File: config.mk
export PLATFORM = sky130hd
export DESIGN_NAME = coincidence_window_flat
export DESIGN_NICKNAME = d
export VERILOG_FILES = /design/src/rtl/coincidence_window_pkg.sv /design/src/rtl/coincidence_window_if.sv /design/src/rtl/coincidence_window_chan_sync.sv /design/src/rtl/coincidence_window.sv /design/src/flat_wrapper.sv
export SDC_FILE = /design/constraint.sdc
export NUM_CORES = 1
export LEC_CHECK = 0
export CAP_MARGIN = 30
export CORE_UTILIZATION = 55
export DETAILED_ROUTE_END_ITERATION = 8
export DONT_BUFFER_PORTS = 1
export GPL_TIMING_DRIVEN = 0
export MAX_ROUTING_LAYER = met4
export PLACE_DENSITY = 0.77
export REMOVE_ABC_BUFFERS = 1
export SYNTH_ARGS = -nofsm -noshare
export SYNTH_HDL_FRONTEND = slang
export SYNTH_SLANG_ARGS = --single-unit
File: constraint.sdc
create_clock -name clk -period 2.7 [get_ports clk]
set_input_delay 0.54 -clock clk [delete_from_list [all_inputs] [get_ports clk]]
set_output_delay 0.54 -clock clk [all_outputs]
set_load 0.01 [all_outputs]
File: src/rtl/coincidence_window_pkg.sv
// Shared types for the coincidence window block: channel count, FSM states,
// channel pattern type and a multiplicity helper.
package coinc_pkg;

    localparam int N_CH = 4;

    typedef logic [N_CH-1:0] pattern_t;

    typedef enum logic [1:0] {
        IDLE   = 2'd0,
        OPEN   = 2'd1,
        REPORT = 2'd2
    } state_t;

    function automatic logic multi_hit(input pattern_t p);
        int unsigned n;
        n = 32'd0;
        for (int i = 0; i < N_CH; i++) begin
            n = n + 32'(p[i]);
        end
        return (n >= 32'd2);
    endfunction

endpackage

File: src/rtl/coincidence_window_if.sv
// Valid/ready record channel carrying the coincidence pattern downstream.
interface coincidence_window_if;
    import coinc_pkg::*;

    logic     valid;
    logic     ready;
    pattern_t pattern;

    modport master (output valid, output pattern, input ready);
    modport slave  (input valid, input pattern, output ready);

endinterface

File: src/rtl/coincidence_window_chan_sync.sv
// One channel: 2-FF synchroniser, previous-value register and registered
// rising-edge pulse.
module chan_sync (
    input  logic clk,
    input  logic rst_n,
    input  logic async_i,
    output logic hit_o
);

    logic sync1_q;
    logic sync2_q;
    logic prev_q;
    logic hit_q;

    // synchronise the level and turn its rising edge into a one-cycle pulse
    always_ff @(posedge clk) begin
        if (!rst_n) begin
            sync1_q <= 1'b0;
            sync2_q <= 1'b0;
            prev_q  <= 1'b0;
            hit_q   <= 1'b0;
        end else begin
            sync1_q <= async_i;
            sync2_q <= sync1_q;
            prev_q  <= sync2_q;
            hit_q   <= sync2_q & ~prev_q;
        end
    end

    assign hit_o = hit_q;

endmodule

File: src/rtl/coincidence_window.sv
// Coincidence window: groups channel hits into a programmable window and
// reports multi-channel windows. Optional counters under COINC_STATS_EN.
module coincidence_window
    import coinc_pkg::*;
#(
    parameter int WIN_W = 8,
    parameter int OVF_W = 16,
    parameter int CNT_W = 32
) (
    input  logic                    clk,
    input  logic                    rst_n,
    input  pattern_t                channels_i,
    input  logic                    enable_i,
    input  logic [WIN_W-1:0]        window_len_i,
    output pattern_t                hit_pulse_o,
    output logic                    busy_o,
    coincidence_window_if.master    coinc,
    output logic [OVF_W-1:0]        overflow_cnt_o,
    output logic [N_CH*CNT_W-1:0]   singles_cnt_o,
    output logic [CNT_W-1:0]        coinc_cnt_o
);

    localparam logic [WIN_W-1:0] WIN_ONE = WIN_W'(1);

    pattern_t         hit_s;
    logic [WIN_W-1:0] eff_len_s;
    logic             report_s;
    logic             load_s;
    logic             drop_s;

    state_t           state_q;
    logic             busy_q;
    pattern_t         pattern_q;
    logic [WIN_W-1:0] cnt_q;
    logic             valid_q;
    pattern_t         cpat_q;
    logic [OVF_W-1:0] ovf_q;

    for (genvar i = 0; i < N_CH; i++) begin : g_chan
        chan_sync u_sync (
            .clk     (clk),
            .rst_n   (rst_n),
            .async_i (channels_i[i]),
            .hit_o   (hit_s[i])
        );
    end

    assign eff_len_s = (window_len_i == '0) ? WIN_ONE : window_len_i;

    // dropping enable in REPORT suppresses the record just like in OPEN
    assign report_s = (state_q == REPORT) && enable_i && multi_hit(pattern_q);
    assign load_s   = report_s && (!valid_q || coinc.ready);
    assign drop_s   = report_s && valid_q && !coinc.ready;

    // window FSM with busy registered alongside the state
    always_ff @(posedge clk) begin
        if (!rst_n) begin
            state_q   <= IDLE;
            busy_q    <= 1'b0;
            pattern_q <= '0;
            cnt_q     <= '0;
        end else begin
            case (state_q)
                IDLE: begin
                    if (enable_i && (|hit_s)) begin
                        pattern_q <= hit_s;
                        cnt_q     <= eff_len_s - WIN_ONE;
                        busy_q    <= 1'b1;
                        state_q   <= (eff_len_s > WIN_ONE) ? OPEN : REPORT;
                    end
                end
                OPEN: begin
                    if (!enable_i) begin
                        state_q   <= IDLE;
                        busy_q    <= 1'b0;
                        pattern_q <= '0;
                    end else begin
                        pattern_q <= pattern_q | hit_s;
                        cnt_q     <= cnt_q - WIN_ONE;
                        if (cnt_q == WIN_ONE) begin
                            state_q <= REPORT;
                        end
                    end
                end
                REPORT: begin
                    state_q   <= IDLE;
                    busy_q    <= 1'b0;
                    pattern_q <= '0;
                end
                default: begin
                    state_q   <= IDLE;
                    busy_q    <= 1'b0;
                    pattern_q <= '0;
                end
            endcase
        end
    end

    // single-entry output slot and saturating drop counter
    always_ff @(posedge clk) begin
        if (!rst_n) begin
            valid_q <= 1'b0;
            cpat_q  <= '0;
            ovf_q   <= '0;
        end else begin
            if (load_s) begin
                valid_q <= 1'b1;
                cpat_q  <= pattern_q;
            end else if (valid_q && coinc.ready) begin
                valid_q <= 1'b0;
            end
            if (drop_s && (ovf_q != {OVF_W{1'b1}})) begin
                ovf_q <= ovf_q + OVF_W'(1);
            end
        end
    end

    assign busy_o         = busy_q;
    assign hit_pulse_o    = hit_s;
    assign coinc.valid    = valid_q;
    assign coinc.pattern  = cpat_q;
    assign overflow_cnt_o = ovf_q;

`ifdef COINC_STATS_EN
    logic [CNT_W-1:0] singles_q [N_CH];
    logic [CNT_W-1:0] coinc_cnt_q;

    // wrapping per-channel hit and accepted-record counters
    always_ff @(posedge clk) begin
        if (!rst_n) begin
            for (int i = 0; i < N_CH; i++) begin
                singles_q[i] <= '0;
            end
            coinc_cnt_q <= '0;
        end else begin
            for (int i = 0; i < N_CH; i++) begin
                if (hit_s[i]) begin
                    singles_q[i] <= singles_q[i] + CNT_W'(1);
                end
            end
            if (load_s) begin
                coinc_cnt_q <= coinc_cnt_q + CNT_W'(1);
            end
        end
    end

    for (genvar i = 0; i < N_CH; i++) begin : g_pack
        assign singles_cnt_o[i*CNT_W +: CNT_W] = singles_q[i];
    end
    assign coinc_cnt_o = coinc_cnt_q;
`else
    assign singles_cnt_o = '0;
    assign coinc_cnt_o   = '0;
`endif

endmodule
File: src/flat_wrapper.sv
// flat-port wrapper written by rule: the top's interface ports become plain ports
module coincidence_window_flat import coinc_pkg::*;
#(
    parameter int WIN_W = 8,
    parameter int OVF_W = 16,
    parameter int CNT_W = 32
)
  (clk, rst_n, channels_i, enable_i, window_len_i, hit_pulse_o, busy_o, overflow_cnt_o, singles_cnt_o, coinc_cnt_o, coinc_valid, coinc_pattern, coinc_ready);
  coincidence_window_if coinc_i ();
  input  logic clk;
  input  logic rst_n;
  input  pattern_t channels_i;
  input  logic enable_i;
  input  logic [WIN_W-1:0] window_len_i;
  output pattern_t hit_pulse_o;
  output logic busy_o;
  output logic [OVF_W-1:0] overflow_cnt_o;
  output logic [N_CH*CNT_W-1:0] singles_cnt_o;
  output logic [CNT_W-1:0] coinc_cnt_o;
  output wire logic [$bits(coinc_i.valid)-1:0] coinc_valid;
  output wire logic [$bits(coinc_i.pattern)-1:0] coinc_pattern;
  input wire logic [$bits(coinc_i.ready)-1:0] coinc_ready;
  assign coinc_valid = coinc_i.valid;
  assign coinc_pattern = coinc_i.pattern;
  assign coinc_i.ready = coinc_ready;
  coincidence_window #(.WIN_W(WIN_W), .OVF_W(OVF_W), .CNT_W(CNT_W)) u_core (.clk(clk), .rst_n(rst_n), .channels_i(channels_i), .enable_i(enable_i), .window_len_i(window_len_i), .hit_pulse_o(hit_pulse_o), .busy_o(busy_o), .coinc(coinc_i), .overflow_cnt_o(overflow_cnt_o), .singles_cnt_o(singles_cnt_o), .coinc_cnt_o(coinc_cnt_o));
endmodule
==> results of run 1 <==
through the flow:
step / util / cells / hold slack, ps / setup WS [ps] / total power [mW]
after floorplan: - / 420 / 367 / 635 / 0.995
after global placement: 0.479 / 497 / 371 / 432 / 1.01
after detailed placement: 0.479 / 497 / 372 / 359 / 1.02
after CTS: 0.494 / 505 / 327 / 619 / 1.50
after global routing: 0.494 / 505 / 322 / 469 / 1.55
final: 0.494 / 505 / 337 / 619 / 1.49
placed cells by master, fill, tap and decap left out, types with 2 or more instances in the layout:
cell type / synthesis / final
and3_1: 5 / 5
xnor2_1: 8 / 8
mux2i_1: 12 / 12
inv_6: 0 / 2
conb_1: 1 / 160
and2_1: 14 / 14
ha_1: 7 / 7
dfxtp_1: 52 / 52
a21oi_1: 10 / 10
nor4_1: 4 / 4
inv_1: 7 / 7
o211ai_1: 3 / 3
o21ai_0: 8 / 8
nor2_1: 36 / 36
xor2_1: 2 / 2
nor2b_1: 6 / 6
nand2b_1: 8 / 8
a22oi_1: 6 / 6
clkbuf_8: 0 / 5
nor3_1: 6 / 6
nand2_1: 24 / 24
nand4_1: 7 / 7
nand3_1: 6 / 6
power breakdown:
| part | total (mW) | internal, mW | leakage [nW] | switching, mW |
|---|---|---|---|---|
| Combinational | 0.205 | 0.0461 | 1.06 | 0.159 |
| Clock | 0.483 | 0.196 | 0.0511 | 0.286 |
| Sequential | 0.798 | 0.784 | 0.422 | 0.0139 |
| Total | 1.49 | 1.03 | 1.53 | 0.460 |
worst paths after layout:
kind | start | endpoint | slack, ps | cells after the start
worst min-delay path | rst_n | u_core.g_chan[3].u_sync.sync2_q | 340 | 1
worst max register to register | u_core.pattern_q[0] | u_core.overflow_cnt_o[15] | 620 | 7
worst min register to register | u_core.g_chan[1].u_sync.prev_q | u_core.g_chan[1].u_sync.hit_o | 390 | 1
worst max-delay path | u_core.pattern_q[0] | u_core.overflow_cnt_o[15] | 620 | 7
critical path: cells and delay by family (launching register included):
kind | cells | cell delay [ps]
DFF | 1 | 350
AOI/OAI and AO/OA | 2 | 630
adders and majority gates | 2 | 560
muxes | 1 | 150
and+or+nand+nor | 2 | 280
area by class of cell:
| cell class | count | area, sq um |
|---|---|---|
| clock inverters | 3 | 28.8 |
| inverters | 7 | 26.3 |
| flip-flops and latches | 52 | 1040 |
| clock buffers | 5 | 68.8 |
| fillers | 609 | 3210 |
| multi-input cells | 361 | 1880 |
| well taps | 77 | 96.3 |
flip-flops by register name (all words and copies together) (netlist names):
signal	cells
u_core.overflow_cnt_o	16
u_core.cnt_q	8
u_core.coinc.pattern	4
u_core.g_chan.u_sync.hit_o	4
u_core.g_chan.u_sync.prev_q	4
u_core.g_chan.u_sync.sync1_q	4
u_core.g_chan.u_sync.sync2_q	4
u_core.pattern_q	4
u_core.state_q	2
u_core.busy_o	1
u_core.coinc.valid	1
logic make-up (layout without fill, tap and decap cells):
| kind of cell | count (synthesis) | in the layout | share of synthesized area |
|---|---|---|---|
| buffers and inverters | 177 | 15 | 0.356 |
| and+or+nand+nor | 127 | 127 | 0.185 |
| DFF | 52 | 52 | 0.289 |
| AOI/OAI and AO/OA | 44 | 44 | 0.0846 |
| muxes | 13 | 13 | 0.0364 |
| xor gates and xnor gates | 10 | 10 | 0.0243 |
| adders and majority gates | 7 | 7 | 0.0243 |
| other | 1 | 160 | 0.00104 |
metal layers:
layer,vias to the layer above,track usage,part of all wire
li1,1103,-,-
met1,1044,0.164,0.41
met2,107,0.242,0.51
met3,7,0.0427,0.072
met4,0,0.0455,0.012
met5,-,-,0
==> results.toml, run 1 <==
[detailed_routing]
drc = 0
dr.pass1.iters = 4
ant_nets = 0
wire_per_inst_um = 10.3
via_per_inst = 4.48
vias = 2261
drt-initial-drc-count = 112
wirelength_um = 5220

[outcome]
outcome = "finished, final reports clean"

[worst_setup_path]
path_cells = "ha_1 > ha_1 > a211o_1 > nand4_1 > a21oi_1 > nand4_1 > mux2i_1"
path_max_fanout = 6
crit_path_end_kind = "register"
critPathSlowestCell = "a21oi_1"
worstSetupPathType = "reg2reg"
required_ps = 2910
startpoint_type = "register"
cp.arrival_ps = 2290
slowest_delay_ps = 440

[floorplan]
start_util = 0.568
rows = 29
die_x_um = 83.0
die_area_sq_um = 6890
core_area_sq_um = 6350
die_h_um = 83.0
io_pins = 202

[synth]
synthFlopType = "dfxtp_1"
synth_top_area_cell = "buf_4"
syn-instance-count = 431
async_reset_ff_frac = 0
synth_cell_types = 53
synth_seq_cells = 52
synth_most_common_cell = "buf_4"
synth_commonest_cells = "buf_4 (164), dfxtp_1 (52), nor2_1 (36), nand2_1 (24), and2_1 (14)"
yosys_warnings = 0
avgSynthCellArea_sq_um = 8.37
syn_area_sq_um = 3610
yosysTopAreaCellShare = 0.341
ys_seq_area_frac = 0.289
yosys-top-cells-area = "buf_4 (34%), dfxtp_1 (29%), nor2_1 (3.7%)"
synth_edf_count = 0

[clock_tree]
numCtsBuffers = 5
clock_latency_ps = 320
postCtsSetupRepairBufs = 0
clkSinkCount = 52
clkTransAtPathRegs_ps = 110
cts_buffer_depth = 2
cts_root_buf = "clkbuf_8"
htreeDepth = 2
cts_tree = "built"
cts_hold_buf = 0
cts_resized = 0

[timing]
finalSetupTns_ps = 0
slew_viol_final = 0
worstMarginPinSlew_ps = 764
max_freq_mhz = 481
fin_skew_ps = 9.43
setup_viol = 0
fin_crit_ps = 2080
period_share = 0.771
slew_headroom = 0.486
hold_viol = 0
rsz0062_at_grt = "false"

[global_routing]
grt_pass1_wl_um = 8000
grt_max_degree = 31
grt_util_all_layers = 0.144
grt_overflow = 0
antenna_found_initial = 0
grt_pass1_vias = 1776

[pwr]
power_density_nw_per_um2 = 473
power_leakage_nw = 1.53
vdd_ir_drop_max_v = 0.000424

[placed_design]
hpwl_um = 4070
portBuffers = 0
dpl-instance-area_sq_um = 3040
routabilityCongestion = 0.825

[layout]
finish.instance_area_sq_um = 3140
drive_gt1_frac = 0.0421
n_antenna_cell = 0
syn2layout_area_growth_pct = -13.0
nets = 450

[job]
cap_violations = 0

[worst_hold_path]
hp-class = "in2reg"
Power figures use the tool's default switching activity.
==> run 2: changes to the inputs <==
--- a/config.mk
+++ b/config.mk
@@ -11,7 +11,7 @@
 export DONT_BUFFER_PORTS = 1
 export GPL_TIMING_DRIVEN = 0
 export MAX_ROUTING_LAYER = met4
-export PLACE_DENSITY = 0.77
+export PLACE_DENSITY = 0.8
 export REMOVE_ABC_BUFFERS = 1
 export SYNTH_ARGS = -nofsm -noshare
 export SYNTH_HDL_FRONTEND = slang
==> constraint.sdc (replaced) <==
create_clock -name clk -period 1.9 [get_ports clk]
set_input_delay 0.38 -clock clk [delete_from_list [all_inputs] [get_ports clk]]
set_output_delay 0.38 -clock clk [all_outputs]
set_load 0.01 [all_outputs]
==> results.toml, run 2 (synthesized netlist as in run 1, its figures left out) <==
[floorplan]
rows = 29
start_util = 0.568
io_pins = 202
die_h_um = 83.0
die_area_sq_um = 6890
core_area_sq_um = 6350
die_x_um = 83.0

[worst_setup_path]
reg2reg_depth = 7
startpoint_type = "register"
rr_endpoint = "u_core.overflow_cnt_o[1]"
worstSetupPathType = "reg2reg"
crit_path_end_kind = "register"
path_max_fanout = 5
required_ps = 2070
crit_start = "u_core.pattern_q[0]"
cp.arrival_ps = 2080
crit_path_end = "u_core.overflow_cnt_o[1]"
r2r_slack_ps = -9
r2r_start = "u_core.pattern_q[0]"

[layout]
n_antenna_cell = 0
fin_util = 0.523
mostFrequentLayoutCell = "conb_1"
final_cell_mix = "conb_1 (160), dfxtp_1 (47), nor2_1 (34)"
drive_gt1_frac = 0.106
syn2layout_area_growth_pct = -7.94
fillers = 588
largest_reg_flops = 16
nets = 456

[timing]
worstMarginPinSlew_ps = 790
period_share = 1.00
setup_slack_ps = -9.38
fin_skew_ps = 4.08
rsz0062_at_grt = "true"
fin_crit_ps = 1910
setup_viol = 1
slew_viol_final = 0
max_freq_mhz = 524
finalSetupTns_ps = -9.38
hold_viol = 0
slew_headroom = 0.473

[clock_tree]
cts_buffer_depth = 2
htreeDepth = 2
clkSinkCount = 52
numCtsBuffers = 5
clock_latency_ps = 300
cts_root_buf = "clkbuf_8"
clkTransAtPathRegs_ps = 100
cts_tree = "built"
cts_hold_buf = 0

[detailed_routing]
wirelength_um = 5550
ant_nets = 0
wire_per_inst_um = 10.9
drt-initial-drc-count = 68
dr.pass1.iters = 4
vias = 2326
via_per_inst = 4.55
drc = 0

[worst_hold_path]
hp-class = "in2reg"

[global_routing]
grt_pass1_vias = 1903
grt_max_degree = 31
grt_overflow = 0
grt_pass1_wl_um = 8560
grt_util_all_layers = 0.154
antenna_found_initial = 0

[placed_design]
hpwl_um = 4040
portBuffers = 0
routabilityCongestion = 0.840

[outcome]
outcome = "complete, but fails checks"
violations = "negative setup slack"

[pwr]
power.total_mw = 2.09
power_density_nw_per_um2 = 629
vdd_ir_drop_max_v = 0.000894
power_leakage_nw = 1.55

[job]
cap_violations = 0
==> run 2: changes by cell type in the layout (fill, tap and decap cells not counted), moves of 3 or more <==
cell | before | now
nor3_1 | 6 | 3
and3_1 | 5 | 2
dfxtp_1 | 52 | 47
nor4_1 | 4 | 1
ha_1 | 7 | 4
buf_4 | 0 | 5
dfxtp_2 | 0 | 5
==> run 2: report_power, final <==
group / internal [mW] / switching, mW / leakage, nW
Clock: 0.271 / 0.381 / 0.0463
Sequential: 1.11 / 0.0210 / 0.424
Combinational: 0.0719 / 0.229 / 1.08
Total: 1.46 / 0.631 / 1.55
==> run 2: through the flow <==
stage	instances	instance area, sq um	worst slack, ps	hold slack (ps)
2_1_floorplan	420	2950	-12.7	367
3_3_place_gp	497	3040	-214	371
3_5_place_dp	497	3040	-274	376
4_1_cts	508	3200	0.197	185
5_1_grt	511	3320	-104	180
6_report	511	3320	-9.38	197
==> run 2: repair_timing <==
action | 4_1_cts | 5_1_grt
pin swaps | 4 | 6
setup buffers | 3 | 3
gates cloned | 0 | 0
resized for setup | 10 | 19
setup endpoints to repair | 19 | 30
==> run 2: per-layer routing <==
metal | share of wire | track usage
met1 | 0.39 | 0.169
met2 | 0.53 | 0.268
met3 | 0.068 | 0.0427
met4 | 0.010 | 0.0502
met5 | 0 | -
==> run 2: how the worst min path moves through the flow <==
stage	start	endpoint	slack [ps]	cells after the start
floorplan	u_core.g_chan[0].u_sync.prev_q	u_core.g_chan[0].u_sync.hit_o	370	1
global placement	u_core.g_chan[0].u_sync.prev_q	u_core.g_chan[0].u_sync.hit_o	370	1
detailed placement	u_core.g_chan[1].u_sync.prev_q	u_core.g_chan[1].u_sync.hit_o	380	1
CTS	rst_n	u_core.g_chan[2].u_sync.sync2_q	180	1
global route	rst_n	u_core.g_chan[0].u_sync.sync1_q	180	1
finish	rst_n	u_core.overflow_cnt_o[14]	200	1
==> run 2: area by class of cell <==
type,count,area [sq um],area share
Tap cell,77,96.3,0.0290
Multi-Input combinational cell,361,2010,0.604
Sequential cell,52,1050,0.315
Clock buffer,5,68.8,0.0207
Clock inverter,3,27.5,0.00829
Inverter,7,26.3,0.00791
Timing Repair Buffer,6,48.8,0.0147
==> run 2: critical path, cell delays in order, from the launching register on <==
cell      delay (ps)
dfxtp_2          350
ha_4             240
ha_4             250
a211o_1          200
and3_4           230
a21boi_4         240
mux2i_1          220
nor2_1            50
==> run 3: changes to the inputs <==
--- a/config.mk
+++ b/config.mk
@@ -6,6 +6,7 @@
 export NUM_CORES = 1
 export LEC_CHECK = 0
 export CAP_MARGIN = 30
+export CORE_MARGIN = 1.5
 export CORE_UTILIZATION = 55
 export DETAILED_ROUTE_END_ITERATION = 8
 export DONT_BUFFER_PORTS = 1
==> results.toml, run 3 (synthesized netlist as in run 1, its figures left out) <==
[outcome]
outcome = "complete, but fails checks"
violations = "negative setup slack"

[pwr]
power_density_nw_per_um2 = 636
power_leakage_nw = 1.56
vdd_ir_drop_max_v = 0.000676

[worst_setup_path]
required_ps = 2110
critPathSlowestCell = "dfxtp_4"
cp_common_cell = "ha_4"
path_max_fanout = 5
cp.arrival_ps = 2170
crit_path_end_kind = "register"
slowest_delay_ps = 370
path_cells = "ha_4 > ha_4 > a211o_1 > nand4_1 > buf_4 > nor2_4 > and3_1 > o21a_1"
worstSetupPathType = "reg2reg"
startpoint_type = "register"

[placed_design]
dp_slack_ps = -279
portBuffers = 0
hpwl_um = 4190
placedCellCount = 497
routabilityCongestion = 0.818

[worst_hold_path]
hp-class = "in2reg"

[floorplan]
die_x_um = 84.0
die_area_sq_um = 7050
start_util = 0.568
die_h_um = 84.0
core_area_sq_um = 6350
rows = 29
io_pins = 202

[layout]
layout.cells.non_filler = 510
n_antenna_cell = 0
drive_gt1_frac = 0.0901
mostFrequentLayoutCell = "conb_1"
nets = 455
ff_latch_area_sq_um = 1050
syn2layout_area_growth_pct = -8.43
multi_input_area_sq_um = 2000
final_cell_mix = "conb_1 (160), dfxtp_1 (48), nor2_1 (34)"
fillers = 600
largest_reg_flops = 16

[clock_tree]
clock_latency_ps = 310
cts_root_buf = "clkbuf_8"
clkTransAtPathRegs_ps = 100
cts_tree = "built"
clkSinkCount = 52
cts_hold_buf = 0
cts_buffer_depth = 2
htreeDepth = 2
numCtsBuffers = 5

[detailed_routing]
via_per_inst = 4.49
vias = 2289
wire_per_inst_um = 11.3
drc = 0
ant_nets = 0
dr.pass1.iters = 4
drt-initial-drc-count = 96
wirelength_um = 5740

[global_routing]
grt_pass1_wl_um = 8550
grt_pass1_vias = 1849
antenna_found_initial = 0
grt_max_degree = 31
grt_overflow = 0
grt_util_all_layers = 0.152

[timing]
hold_viol = 0
period_share = 1.03
slew_viol_final = 0
slew_headroom = 0.481
setup_viol = 4
setup_slack_ps = -59.5
max_freq_mhz = 510
fin_crit_ps = 1960
rsz0062_at_grt = "true"
worstMarginPinSlew_ps = 778
fin_skew_ps = 6.14

[job]
cap_violations = 0
==> run 3: cell types whose count changed in the layout (fill, tap and decap cells not counted), sizes merged <==
cell / previous run / this run
inv: 8 / 9
buf: 6 / 5
clkinv: 1 / 0
==> run 3: final timing paths <==
kind,start,endpoint,slack [ps],depth (start not counted)
min,rst_n,u_core.overflow_cnt_o[14],190,1
max,u_core.pattern_q[1],u_core.overflow_cnt_o[14],-60,8
min reg2reg,u_core.g_chan[2].u_sync.prev_q,u_core.g_chan[2].u_sync.hit_o,390,1
max reg2reg,u_core.pattern_q[1],u_core.overflow_cnt_o[14],-60,8
==> run 3: report_power, final <==
| part | total [mW] | switching [mW] | internal (mW) | leakage, nW |
|---|---|---|---|---|
| sequential | 1.14 | 0.0226 | 1.11 | 0.424 |
| clock | 0.659 | 0.390 | 0.269 | 0.0452 |
| combinational | 0.305 | 0.232 | 0.0731 | 1.09 |
| total | 2.10 | 0.645 | 1.46 | 1.56 |
==> run 3: area by class of cell <==
type	instances	area share
multi-input cells	361	0.606
flip-flops and latches	52	0.317
well taps	77	0.0292
clock buffers	5	0.0208
repair buffers	5	0.0114
inverters	7	0.00795
clock inverters	3	0.00758
==> run 3: critical path: cells and delay by family (launching register included) <==
kind,cells,cell delay [ps]
fa+ha+maj,2,450
flops,1,370
simple gates,3,360
buf+inv,1,170
compound gates,2,500
==> run 3: per-stage QoR <==
stage / area [sq um] / TNS (ps) / hold slack, ps / power [mW] / utilization
global route: 3300 / -1250 / 176 / 2.19 / 0.520
floorplan: 2950 / -17.8 / 367 / 1.41 / -
global placement: 3040 / -1490 / 371 / 1.44 / 0.479
CTS: 3220 / 0 / 177 / 2.09 / 0.507
detailed placement: 3040 / -2150 / 374 / 1.45 / 0.479
finish: 3300 / -106 / 187 / 2.10 / 0.520
==> run 3: layer usage <==
metal | track usage | routed length (um)
met5 | - | 0
met4 | 0.0537 | 82
met3 | 0.0415 | 418
met2 | 0.257 | 2950
met1 | 0.174 | 2290
==> run 3: timing repair <==
action | 4_1_cts | 5_1_grt
gates resized for setup | 11 | 15
cloned | 0 | 0
setup buffers | 3 | 2
pin swaps | 4 | 10
endpoints found under the setup margin | 17 | 26
